==> src/rtl/mic4_pulse_seq_pkg.sv <==
// Shared types for the Mic4 multi-channel pulse sequencer: FSM states,
// per-channel configuration record and a few sizing helpers.
package mic4_seq_pkg;

  localparam int SEQ_N_CH      = 4;
  localparam int SEQ_CNT_WIDTH = 16;
  localparam int SEQ_REP_WIDTH = 8;

  typedef logic [SEQ_CNT_WIDTH-1:0] cnt_t;

  typedef enum logic [1:0] {
    IDLE = 2'd0,
    RUN  = 2'd1,
    DONE = 2'd2
  } seq_state_e;

  // Channel timing is held at the package width; the top casts its
  // CNT_WIDTH-wide values into this record, so CNT_WIDTH must not exceed it.
  typedef struct packed {
    cnt_t delay;
    cnt_t width;
    logic pol;
  } chan_cfg_t;

  function automatic int ch_idx_width(input int n_ch);
    return (n_ch > 1) ? $clog2(n_ch) : 1;
  endfunction

endpackage

==> src/rtl/mic4_pulse_seq_if.sv <==
// Register-side and pad-side signal bundle of the pulse sequencer.
interface mic4_pulse_seq_if #(
  parameter int N_CH      = mic4_seq_pkg::SEQ_N_CH,
  parameter int CNT_WIDTH = mic4_seq_pkg::SEQ_CNT_WIDTH,
  parameter int REP_WIDTH = mic4_seq_pkg::SEQ_REP_WIDTH
);

  localparam int CH_W = mic4_seq_pkg::ch_idx_width(N_CH);

  logic                 cfg_we;
  logic [CH_W-1:0]      cfg_ch;
  logic [CNT_WIDTH-1:0] cfg_delay;
  logic [CNT_WIDTH-1:0] cfg_width;
  logic                 cfg_pol;
  logic [CNT_WIDTH-1:0] period;
  logic [REP_WIDTH-1:0] rep_count;
  logic                 trig;
  logic                 abort;
  logic [N_CH-1:0]      pulse_out;
  logic                 busy;
  logic                 done;
  logic                 err;

  modport master (
    output cfg_we, cfg_ch, cfg_delay, cfg_width, cfg_pol,
    output period, rep_count, trig, abort,
    input  pulse_out, busy, done, err
  );

  modport slave (
    input  cfg_we, cfg_ch, cfg_delay, cfg_width, cfg_pol,
    input  period, rep_count, trig, abort,
    output pulse_out, busy, done, err
  );

endinterface

==> src/rtl/mic4_seq_chan.sv <==
// One sequencer channel: staging and shadow configuration plus the
// registered window compare that drives a single pad.
module mic4_seq_chan
  import mic4_seq_pkg::*;
(
  input  logic      clk,
  input  logic      rst_n,
  input  logic      i_we,
  input  chan_cfg_t i_cfg,
  input  logic      i_load,
  input  logic      i_run,
  input  logic      i_use_stage,
  input  cnt_t      i_cnt,
  output logic      o_pulse
);

  chan_cfg_t              r_stage;
  chan_cfg_t              r_shadow;
  logic                   r_pulse;
  logic [SEQ_CNT_WIDTH:0] w_end;
  logic                   w_active;

  // One extra bit on the window end so delay + width never wraps; the frame
  // counter never reaches period, which clips the window at the frame end.
  assign w_end    = {1'b0, r_shadow.delay} + {1'b0, r_shadow.width};
  assign w_active = (r_shadow.width != '0)
                 && (i_cnt >= r_shadow.delay)
                 && ({1'b0, i_cnt} < w_end);

  // NOTE: state updates use non-blocking assignments so every register
  // samples pre-edge values regardless of block or statement order.
  always_ff @(posedge clk or negedge rst_n) begin
    if (!rst_n) begin
      r_stage  <= '0;
      r_shadow <= '0;
      r_pulse  <= 1'b0;
    end else begin
      if (i_we) begin
        r_stage <= i_cfg;
      end
      if (i_load) begin
        r_shadow <= r_stage;
      end
      if (i_run) begin
        r_pulse <= w_active ^ r_shadow.pol;
      end else if (i_use_stage) begin
        r_pulse <= r_stage.pol;
      end else begin
        r_pulse <= r_shadow.pol;
      end
    end
  end

  assign o_pulse = r_pulse;

endmodule

==> src/rtl/mic4_pulse_seq.sv <==
// Multi-channel pulse sequencer: frame counter, repeat counter and run FSM
// shared by N_CH independently programmed output channels.
module mic4_pulse_seq
  import mic4_seq_pkg::*;
#(
  parameter int N_CH      = 4,
  parameter int CNT_WIDTH = 16,
  parameter int REP_WIDTH = 8
) (
  input  logic            clk_in,
  input  logic            rst_n,
  mic4_pulse_seq_if.slave bus
);

  localparam int CH_W = ch_idx_width(N_CH);

  seq_state_e           r_state;
  seq_state_e           w_next;
  logic [CNT_WIDTH-1:0] r_cnt;
  logic [CNT_WIDTH-1:0] r_period;
  logic [REP_WIDTH-1:0] r_rep_left;
  logic                 r_cont;
  logic                 r_err;

  logic                 w_load;
  logic                 w_wrap;
  logic                 w_kill;
  logic                 w_err_set;
  logic                 w_last;
  logic                 w_run;
  logic                 w_use_stage;
  chan_cfg_t            w_cfg;
  logic [N_CH-1:0]      w_pulse;

  assign w_last = (r_cnt == r_period - CNT_WIDTH'(1));

  always_ff @(posedge clk_in or negedge rst_n) begin
    if (!rst_n) begin
      r_state <= IDLE;
    end else begin
      r_state <= w_next;
    end
  end

  // NOTE: every output of this block gets a default first, so no path
  // through the case can leave a signal unassigned and infer a latch.
  always_comb begin
    w_next    = r_state;
    w_load    = 1'b0;
    w_wrap    = 1'b0;
    w_kill    = 1'b0;
    w_err_set = 1'b0;
    unique case (r_state)
      IDLE: begin
        if (bus.trig && !bus.abort) begin
          if (bus.period != '0) begin
            w_next = RUN;
            w_load = 1'b1;
          end else begin
            w_err_set = 1'b1;
          end
        end
      end
      RUN: begin
        if (bus.abort) begin
          w_next = IDLE;
          w_kill = 1'b1;
        end else if (w_last) begin
          w_wrap = 1'b1;
          if (!r_cont && (r_rep_left == REP_WIDTH'(1))) begin
            w_next = DONE;
          end
        end
      end
      DONE: begin
        w_next = IDLE;
      end
      default: begin
        w_next = IDLE;
      end
    endcase
  end

  // Frame and repeat counters; period and repeat count are captured at the trigger.
  always_ff @(posedge clk_in or negedge rst_n) begin
    if (!rst_n) begin
      r_cnt      <= '0;
      r_period   <= '0;
      r_rep_left <= '0;
      r_cont     <= 1'b0;
      r_err      <= 1'b0;
    end else begin
      r_err <= w_err_set;
      if (w_load) begin
        r_cnt      <= '0;
        r_period   <= bus.period;
        r_rep_left <= bus.rep_count;
        r_cont     <= (bus.rep_count == '0);
      end else if (w_kill) begin
        r_cnt <= '0;
      end else if (r_state == RUN) begin
        if (w_wrap) begin
          r_cnt <= '0;
          if (!r_cont) begin
            r_rep_left <= r_rep_left - REP_WIDTH'(1);
          end
        end else begin
          r_cnt <= r_cnt + CNT_WIDTH'(1);
        end
      end
    end
  end

  // An abort forces the idle (staging) polarity on the same edge the FSM leaves RUN.
  assign w_run       = (r_state == RUN) && !bus.abort;
  assign w_use_stage = (r_state == IDLE) || w_kill;

  assign w_cfg.delay = cnt_t'(bus.cfg_delay);
  assign w_cfg.width = cnt_t'(bus.cfg_width);
  assign w_cfg.pol   = bus.cfg_pol;

  for (genvar gi = 0; gi < N_CH; gi++) begin : g_ch
    logic w_we;

    // Indices at or beyond N_CH match no channel, so such writes are dropped.
    assign w_we = bus.cfg_we && (bus.cfg_ch == CH_W'(gi));

    mic4_seq_chan u_chan (
      .clk         (clk_in),
      .rst_n       (rst_n),
      .i_we        (w_we),
      .i_cfg       (w_cfg),
      .i_load      (w_load),
      .i_run       (w_run),
      .i_use_stage (w_use_stage),
      .i_cnt       (cnt_t'(r_cnt)),
      .o_pulse     (w_pulse[gi])
    );
  end

  assign bus.pulse_out = w_pulse;
  assign bus.busy      = (r_state == RUN);
  assign bus.done      = (r_state == DONE);
  assign bus.err       = r_err;

endmodule

==> src/flat_wrapper.sv <==
// flat-port wrapper written by rule: the top's interface ports become plain ports
module mic4_pulse_seq_flat import mic4_seq_pkg::*;
#(
  parameter int N_CH      = 4,
  parameter int CNT_WIDTH = 16,
  parameter int REP_WIDTH = 8
)
  (clk_in, rst_n, bus_cfg_we, bus_cfg_ch, bus_cfg_delay, bus_cfg_width, bus_cfg_pol, bus_period, bus_rep_count, bus_trig, bus_abort, bus_pulse_out, bus_busy, bus_done, bus_err);
  mic4_pulse_seq_if #(.N_CH(N_CH), .CNT_WIDTH(CNT_WIDTH), .REP_WIDTH(REP_WIDTH)) bus_i ();
  input  logic clk_in;
  input  logic rst_n;
  input wire logic [$bits(bus_i.cfg_we)-1:0] bus_cfg_we;
  input wire logic [$bits(bus_i.cfg_ch)-1:0] bus_cfg_ch;
  input wire logic [$bits(bus_i.cfg_delay)-1:0] bus_cfg_delay;
  input wire logic [$bits(bus_i.cfg_width)-1:0] bus_cfg_width;
  input wire logic [$bits(bus_i.cfg_pol)-1:0] bus_cfg_pol;
  input wire logic [$bits(bus_i.period)-1:0] bus_period;
  input wire logic [$bits(bus_i.rep_count)-1:0] bus_rep_count;
  input wire logic [$bits(bus_i.trig)-1:0] bus_trig;
  input wire logic [$bits(bus_i.abort)-1:0] bus_abort;
  output wire logic [$bits(bus_i.pulse_out)-1:0] bus_pulse_out;
  output wire logic [$bits(bus_i.busy)-1:0] bus_busy;
  output wire logic [$bits(bus_i.done)-1:0] bus_done;
  output wire logic [$bits(bus_i.err)-1:0] bus_err;
  assign bus_i.cfg_we = bus_cfg_we;
  assign bus_i.cfg_ch = bus_cfg_ch;
  assign bus_i.cfg_delay = bus_cfg_delay;
  assign bus_i.cfg_width = bus_cfg_width;
  assign bus_i.cfg_pol = bus_cfg_pol;
  assign bus_i.period = bus_period;
  assign bus_i.rep_count = bus_rep_count;
  assign bus_i.trig = bus_trig;
  assign bus_i.abort = bus_abort;
  assign bus_pulse_out = bus_i.pulse_out;
  assign bus_busy = bus_i.busy;
  assign bus_done = bus_i.done;
  assign bus_err = bus_i.err;
  mic4_pulse_seq #(.N_CH(N_CH), .CNT_WIDTH(CNT_WIDTH), .REP_WIDTH(REP_WIDTH)) u_core (.clk_in(clk_in), .rst_n(rst_n), .bus(bus_i));
endmodule
==> config.mk <==
export PLATFORM = sky130hd
export DESIGN_NAME = mic4_pulse_seq_flat
export DESIGN_NICKNAME = d
export VERILOG_FILES = /design/src/rtl/mic4_pulse_seq_pkg.sv /design/src/rtl/mic4_pulse_seq_if.sv /design/src/rtl/mic4_seq_chan.sv /design/src/rtl/mic4_pulse_seq.sv /design/src/flat_wrapper.sv
export SDC_FILE = /design/constraint.sdc
export NUM_CORES = 1
export LEC_CHECK = 0
export ABC_AREA = 1
export ABC_CLOCK_PERIOD_IN_PS = 5500
export BUFFER_PORTS_ARGS = -buffer_cell sky130_fd_sc_hd__buf_4
export CAP_MARGIN = 5
export CORE_MARGIN = 5
export CORE_UTILIZATION = 65
export CTS_CLUSTER_DIAMETER = 200
export DETAILED_ROUTE_END_ITERATION = 6
export PLACE_DENSITY = 0.9
export SLEW_MARGIN = 15
export SYNTH_ARGS = -nofsm -noshare
export SYNTH_HDL_FRONTEND = slang
export SYNTH_HIERARCHICAL = 1
export SYNTH_SLANG_ARGS = --single-unit
==> constraint.sdc <==
create_clock -name clk_in -period 5.5 [get_ports clk_in]
set_clock_uncertainty 0.2 [all_clocks]
set_input_delay 0.55 -clock clk_in [delete_from_list [all_inputs] [get_ports clk_in]]
set_output_delay 0.55 -clock clk_in [all_outputs]
set_load 0.05 [all_outputs]
After elaboration in Yosys (flattened, before gate mapping)
Cells that the tools add are included.
{ "op_classes": {"eq_ne": 13, "shift": 0, "multipliers": 0, "addsub": 7, "n_reduce_logical": 31, "div_mod_pow": 0, "muxes": 34, "magnitude_cmp": 8, "bitwise_logic": 4} }
{ "ops": {"columns": ["operator", "count"], "rows": [
  ["16-bit nonzero test", 5],
  ["16-bit by 16-bit adder with 17-bit output", 4],
  ["16-bit by 17-bit < comparator with 1-bit output", 4],
  ["16-bit greater-or-equal comparator", 4],
  ["16-bit 2-to-1 mux", 4],
  ["8-bit 2-to-1 mux", 5],
  ["1-bit 2-to-1 mux", 19],
  ["16-bit by 1-bit adder with 16-bit output, second input constant", 1],
  ["16-bit equality test", 1],
  ["16-bit by 1-bit subtractor with 16-bit output, second input constant", 1],
  ["1-bit logical AND", 15],
  ["2-bit 2-to-1 mux", 5],
  ["8-bit by 1-bit equality test with 1-bit output, second input constant", 1],
  ["8-bit logical NOT", 1],
  ["4-bit AND reduction", 2],
  ["8-bit by 1-bit subtractor with 8-bit output, second input constant", 1],
  ["2-bit equality test, second input constant", 3],
  ["3-bit by 2-bit inequality test with 1-bit output, second input constant", 2],
  ["2-bit by 1-bit equality test with 1-bit output, second input constant", 2],
  ["2-bit logical NOT", 2],
  ["2-bit by 1-bit inequality test with 1-bit output, second input constant", 2],
  ["2-bit inequality test, second input constant", 2],
  ["2-bit one-hot mux with 2 select lines", 1],
  ["2-bit nonzero test", 2],
  ["other kinds (4)", 8]
]} }
{ "totals": {"memories": 0, "ramBits": 0, "elab_cells": 131, "mem_bits_ro": 0, "out_inout_bits": 7, "reg_bits": 312, "latchBits": 0, "inputBits": 64} }

Longest topological paths before layout
{ "logic_depth": {"word_depth": 9, "ltp_mapped": 20} }

Modules after synthesis
The synthesis kept the hierarchy.
{ "by_module_without_submodules": {"columns": ["mod", "seq_area_each_um2", "cells_each", "area_per_inst_um2", "instances"], "rows": [
  ["mic4_seq_chan at u_core.g_ch[1].u_chan ...", 1676.6, 452, 3982.6, 3],
  ["mic4_seq_chan at u_core.g_ch[0].u_chan", 1676.6, 452, 4035.1, 1],
  ["mic4_pulse_seq", 1101.1, 458, 3124.2, 1]
]} }

Worst setup path after synthesis
No wires, ideal clock.
{ "synth_path": {"kind": "reg2reg", "from": "reg u_core/g_ch[0].u_chan/r_shadow[1] (netlist name)", "to": "reg u_core.g_ch[0].u_chan.r_pulse", "path_slack_ns": 2.738, "setup_ns": 0.121, "t_arrival_ns": 2.442, "stages_incl_launch_ff": 19, "required_ns": 5.179, "cell_sequence": "dfrtp_1 -> ha_1 -> fa_1 -> nand3_2 -> nand2_2 -> nand2_2 -> nand2_4 -> xnor2_1 -> ha_1 -> nand2_1 -> inv_1 -> a21oi_1 -> nand2_1 -> o21ai_0 -> nand2_1 -> nand2_1 -> nand4_1 -> nand3_1 -> nand2_1"} }
{ "synth_via": {"elab_chain_cells": 5, "elab_cells_between_ends": 7, "cone_classes": "add/sub: 1; order compare: 1; mux: 1; bitwise: 1; reduce/logical: 3"} }
{ "synth_lines": {"columns": ["item", "line_no", "rtl"], "rows": [
  ["from (decl)", "mic4_seq_chan.sv:18", "chan_cfg_t r_shadow;"],
  ["from (signal assigned)", "mic4_seq_chan.sv:42", "r_shadow <= r_stage;"],
  ["16-bit by 16-bit adder with 17-bit output or 16-bit nonzero test (tied branches)", "mic4_seq_chan.sv:25, mic4_seq_chan.sv:26", null],
  ["16-bit by 17-bit < comparator with 1-bit output or 1-bit logical AND (tied branches)", "mic4_seq_chan.sv:28, mic4_seq_chan.sv:27", null],
  ["1-bit logical AND (*)", "mic4_seq_chan.sv:28", "&& ({1'b0, i_cnt} < w_end);"],
  ["1-bit bitwise XOR (*)", "mic4_seq_chan.sv:45", "r_pulse <= w_active ^ r_shadow.pol;"],
  ["1-bit 2-to-1 mux (*)", "mic4_seq_chan.sv:44", "if (i_run) begin"],
  ["to (signal assigned)", "mic4_seq_chan.sv:45", null],
  ["to (signal assigned)", "mic4_seq_chan.sv:47", "r_pulse <= r_stage.pol;"],
  ["to (signal assigned)", "mic4_seq_chan.sv:49", "r_pulse <= r_shadow.pol;"],
  ["to (decl)", "mic4_seq_chan.sv:19", "logic r_pulse;"]
]} }
Mark *: on every way between the ends. The rest lies on a longest branch, timed or not.
A chain may end at the register's enable or synchronous reset.

Worst setup path in the final report
{ "layout_path": {"from": "reg u_core/g_ch[1].u_chan/r_shadow[1] (netlist name)", "to": "reg u_core.g_ch[1].u_chan.r_pulse"} }
{ "layout_via": {"elab_chain_cells": 5, "elab_cells_between_ends": 7, "cone_classes": "add/sub: 1; order compare: 1; mux: 1; bitwise: 1; reduce/logical: 3"} }
{ "layout_lines": {"columns": ["item", "line_no"], "rows": [
  ["from (decl)", "mic4_seq_chan.sv:18"],
  ["from (signal assigned)", "mic4_seq_chan.sv:42"],
  ["16-bit by 16-bit adder with 17-bit output or 16-bit nonzero test (tied branches)", "mic4_seq_chan.sv:25, mic4_seq_chan.sv:26"],
  ["16-bit by 17-bit < comparator with 1-bit output or 1-bit logical AND (tied branches)", "mic4_seq_chan.sv:28, mic4_seq_chan.sv:27"],
  ["1-bit logical AND (*)", "mic4_seq_chan.sv:28"],
  ["1-bit bitwise XOR (*)", "mic4_seq_chan.sv:45"],
  ["1-bit 2-to-1 mux (*)", "mic4_seq_chan.sv:44"],
  ["to (signal assigned)", "mic4_seq_chan.sv:45"],
  ["to (signal assigned)", "mic4_seq_chan.sv:47"],
  ["to (signal assigned)", "mic4_seq_chan.sv:49"],
  ["to (decl)", "mic4_seq_chan.sv:19"]
]} }
Marked as above.

==> impl_results.md <==
* Status: completed
* Adder-cell area share of the yosys netlist at 13.0%
* H-tree depth at 2
* CTS tree: yes
* Layout Nets at between 2000 and 3000
* Compound-gate portion of the synthesized area at 11.1%
* Total Wirelength at roughly 52000 µm
* Hold path startpoint: bus_period[13]
* Post-Route Setup TNS at 0 ns
* Design area at 21200 µm²
* Most frequent cells after synthesis: nand2_1 (519), dfrtp_1 (312), inv_1 (262)
* Synth top area cells: dfrtp_1 (41%), ha_1 (13%), nand2_1 (10%)
* Storage element area at 7810 µm²
* Vias post-DR at 16335
* DR pass1 iterations at 6
* Hold endpoint: u_core/r_period[13]$_DFFE_PN0P_
* CTS sink cnt at 312
* Yosys cell types at 46
* Setup Viol. Count Final at 0
* Initial Util at 66.2%
* Reg2reg start: u_core/g_ch[1].u_chan/r_shadow[1]$_DFFE_PN0P_
* Clock-pin slew of the registers on the worst-case setup and hold paths at 0.06 ns
* Die height at 181 µm
* Met2 Wirelength at 23400 µm
* Mapped Area at around 19000 µm²
* GR Overflow Total at 0
* Post-Synthesis Cells at 2266
* Vias per Instance at 5.97
* Detailed placement HPWL at 36100 µm
* Area share of the largest cell type after synthesis at 40.9%
* Post-Syn Nets at ~2500
* Crit path time final at approximately 3.2 ns
* Unrepaired setup endpoints after global routing: no
* Die area at 32900 µm²
* Initial drt markers at 1300
* Worst-Skew Late Latency at 0.54 ns
* Max cap viols at 0
* EDFF count, synth at 0
* Simple-Gate Fraction of Synth Area at 19.4%
* Max-slew violations at 0
* Syn avg cell area at 8.43 µm²
* Final hold violations at 0
* Area of the multi-input gates at 10100 µm²
* Layout area overhead at 11.1%
* Root buffer cell: clkbuf_16
* Remaining antenna violation count at 0
* Worst rel slew slack at about 21%
* Max Clock Freq at 0.315 GHz
* Power Density at a little over 600 nW/µm²
* R2R Setup Slk at 2.32 ns
* CP max FO at 3
* XOR/XNOR share of the synthesized area at 3.71%
* GRT Total Usage at 31.6%
* Hold/Removal Path Class: primary input to flip-flop
* Placed Area at 20000 µm²
* Maximum buffer depth of the clock tree at 3
* Cell taking the most area after synthesis: dfrtp_1
* Routability Congestion at approximately 0.95
* Length in cells of the worst reg-to-reg path at 17
* Tcrit/Tclk final at 57.7%
* Top_reg_cell synth: dfrtp_1
* Core area at 28900 µm²
* WL met3 at 4530 µm
* Worst EP required at 5.70 ns
* Top sig layer: met4
* DR DRC count at 0
* Leakage dissipation at between 10 and 15 nW
* Vias in the first global route at 16384
* Least-Margin Pin Slew at 1.18 ns
* Top-count cell post-synth: nand2_1
* First-pass GRT wire length at approximately 83000 µm
* Register area share after synthesis at 40.9%
* WP data arrival at about 3.4 ns
* Largest net degree at the start of global routing at 233
* Post-synthesis mux area share at under 10%
* Crit. End Element: flip-flop
* Antenna violations before repair at 0
* Fillers at slightly above 2000
* Ys Warns at 6
* I/O pins at 71
* Num CTS Buffers at 34
* Layout cell share with drive strength beyond 1 at 13.1%
* Die Width at 181 µm
* Crit start category: flip-flop
* Ys async rst share at 100%
* Worst VDD drop at 377 µV
* Reg2reg end: u_core/g_ch[1].u_chan/o_pulse$_DFF_PN0_
* Std cell rows at 62
* Wire length per cell at 19.1 µm
* # port buffers at 70
* Synthesized flop and latch total at 312
* Largest family of logic cells by synthesized area: simple AND/OR/NAND/NOR gates
* Met1 WL at around 21000 µm
* Critical path type: flip-flop to flip-flop
* Hold depth at 3
* Pwr Total at 13.0 mW
* Post-CTS sizing at 0
worst max-delay path by stage:
stage                                             startpoint                                       endpoint
6_report       u_core/g_ch[1].u_chan/r_shadow[1]$_DFFE_PN0P_        u_core/g_ch[1].u_chan/o_pulse$_DFF_PN0_
3_5_place_dp                                   bus_period[1]                    u_core/r_cnt[7]$_DFFE_PN0P_
5_1_grt                        u_core/r_state[1]$_DFFE_PN0P_  u_core/g_ch[2].u_chan/r_shadow[5]$_DFFE_PN0P_
3_3_place_gp                                  bus_period[13]                    u_core/r_cnt[0]$_DFFE_PN0P_
2_1_floorplan  u_core/g_ch[0].u_chan/r_shadow[1]$_DFFE_PN0P_        u_core/g_ch[0].u_chan/o_pulse$_DFF_PN0_
4_1_cts        u_core/g_ch[1].u_chan/r_shadow[1]$_DFFE_PN0P_        u_core/g_ch[1].u_chan/o_pulse$_DFF_PN0_
metrics by stage:
stage,hold slack (ns),utilization (%),setup WS [ns],instances
after floorplan,0.0544,-,2.74,2266
after global placement,0.252,69.3,2.23,2673
after detailed placement,0.265,69.3,2.14,2673
after CTS,0.0291,73.5,2.34,2736
after global routing,0.0524,73.5,2.06,2736
final,0.0453,73.6,2.32,2737
power breakdown:
part           leakage [nW]  internal, mW  switching [mW]
Clock                 0.590          1.47           0.959
Combinational          6.05          2.59            4.18
Sequential             3.81          3.07           0.705
Total                  10.4          7.14            5.84
cell usage in the layout (no fill, tap or decap), drive strengths merged:
cell,netlist,layout
a21boi,1,1
a21oi,160,160
a31oi,10,10
and2,1,1
and3,1,1
buf,17,79
bufinv,0,4
clkbuf,39,50
clkinv,0,5
clkinvlp,0,1
dfrtp,312,312
diode,0,1
dlygate4sd3,0,1
fa,4,4
ha,192,192
inv,269,271
mux2,92,92
nand2,544,544
nand3,87,87
nand3b,3,3
nand4,29,29
nor2,150,150
nor3,25,25
nor3b,1,1
nor4,18,18
o2111ai,1,1
o21a,4,4
o21ai,210,210
o21bai,4,4
o31a,4,4
o31ai,5,5
or2,2,2
xnor2,30,30
xor2,51,51
metal layers:
metal  global-route usage [%]  up-vias
met4                     17.0        0
li1                         -     7612
met5                        0        -
met3                     5.92      196
met2                     49.3      689
met1                     42.0     7838
kinds of logic after synthesis:
family,Yosys count
mux,92
buf+inv,325
fa+ha+maj,196
simple gates,861
compound gates,399
xor+xnor,81
flops,312
sequential cells by signal (all words and copies together) (netlist names):
signal,flops
u_core/g_ch.u_chan/r_shadow,132
u_core/bus.err,1
u_core/g_ch.u_chan/r_stage,132
u_core/r_cnt,16
u_core/g_ch.u_chan/o_pulse,4
u_core/r_cont,1
u_core/r_state,2
u_core/r_period,16
u_core/r_rep_left,8
worst max-delay path, cell delays in order (launching register included):
cell     delay (ns)
dfrtp_1        0.42
ha_1           0.26
fa_1           0.42
nand3_1        0.09
nand2_1        0.11
nand2_1        0.11
nand2_2        0.08
a31oi_1        0.18
xor2_1         0.10
ha_1           0.31
a21oi_1        0.07
o31a_1         0.25
nand2_1        0.07
nand2_1        0.08
nand3_1        0.09
nand2_1        0.06
nand3_1        0.07
nand2_1        0.07
repair_timing:
item	in CTS	in global routing
hold buffers	1	0
setup buffers	0	0
hold endpoints to repair	76	0
final cells by class:
class,instances,share of cell area [%]
Antenna cell,1,0.0118
Clock buffer,50,4.72
Clock inverter,12,0.990
Inverter,269,4.79
Multi-Input combinational cell,1629,47.5
Sequential cell,312,36.8
Tap cell,384,2.26
Timing Repair Buffer,80,2.94
No activity file was read; power rests on OpenSTA's default activity.
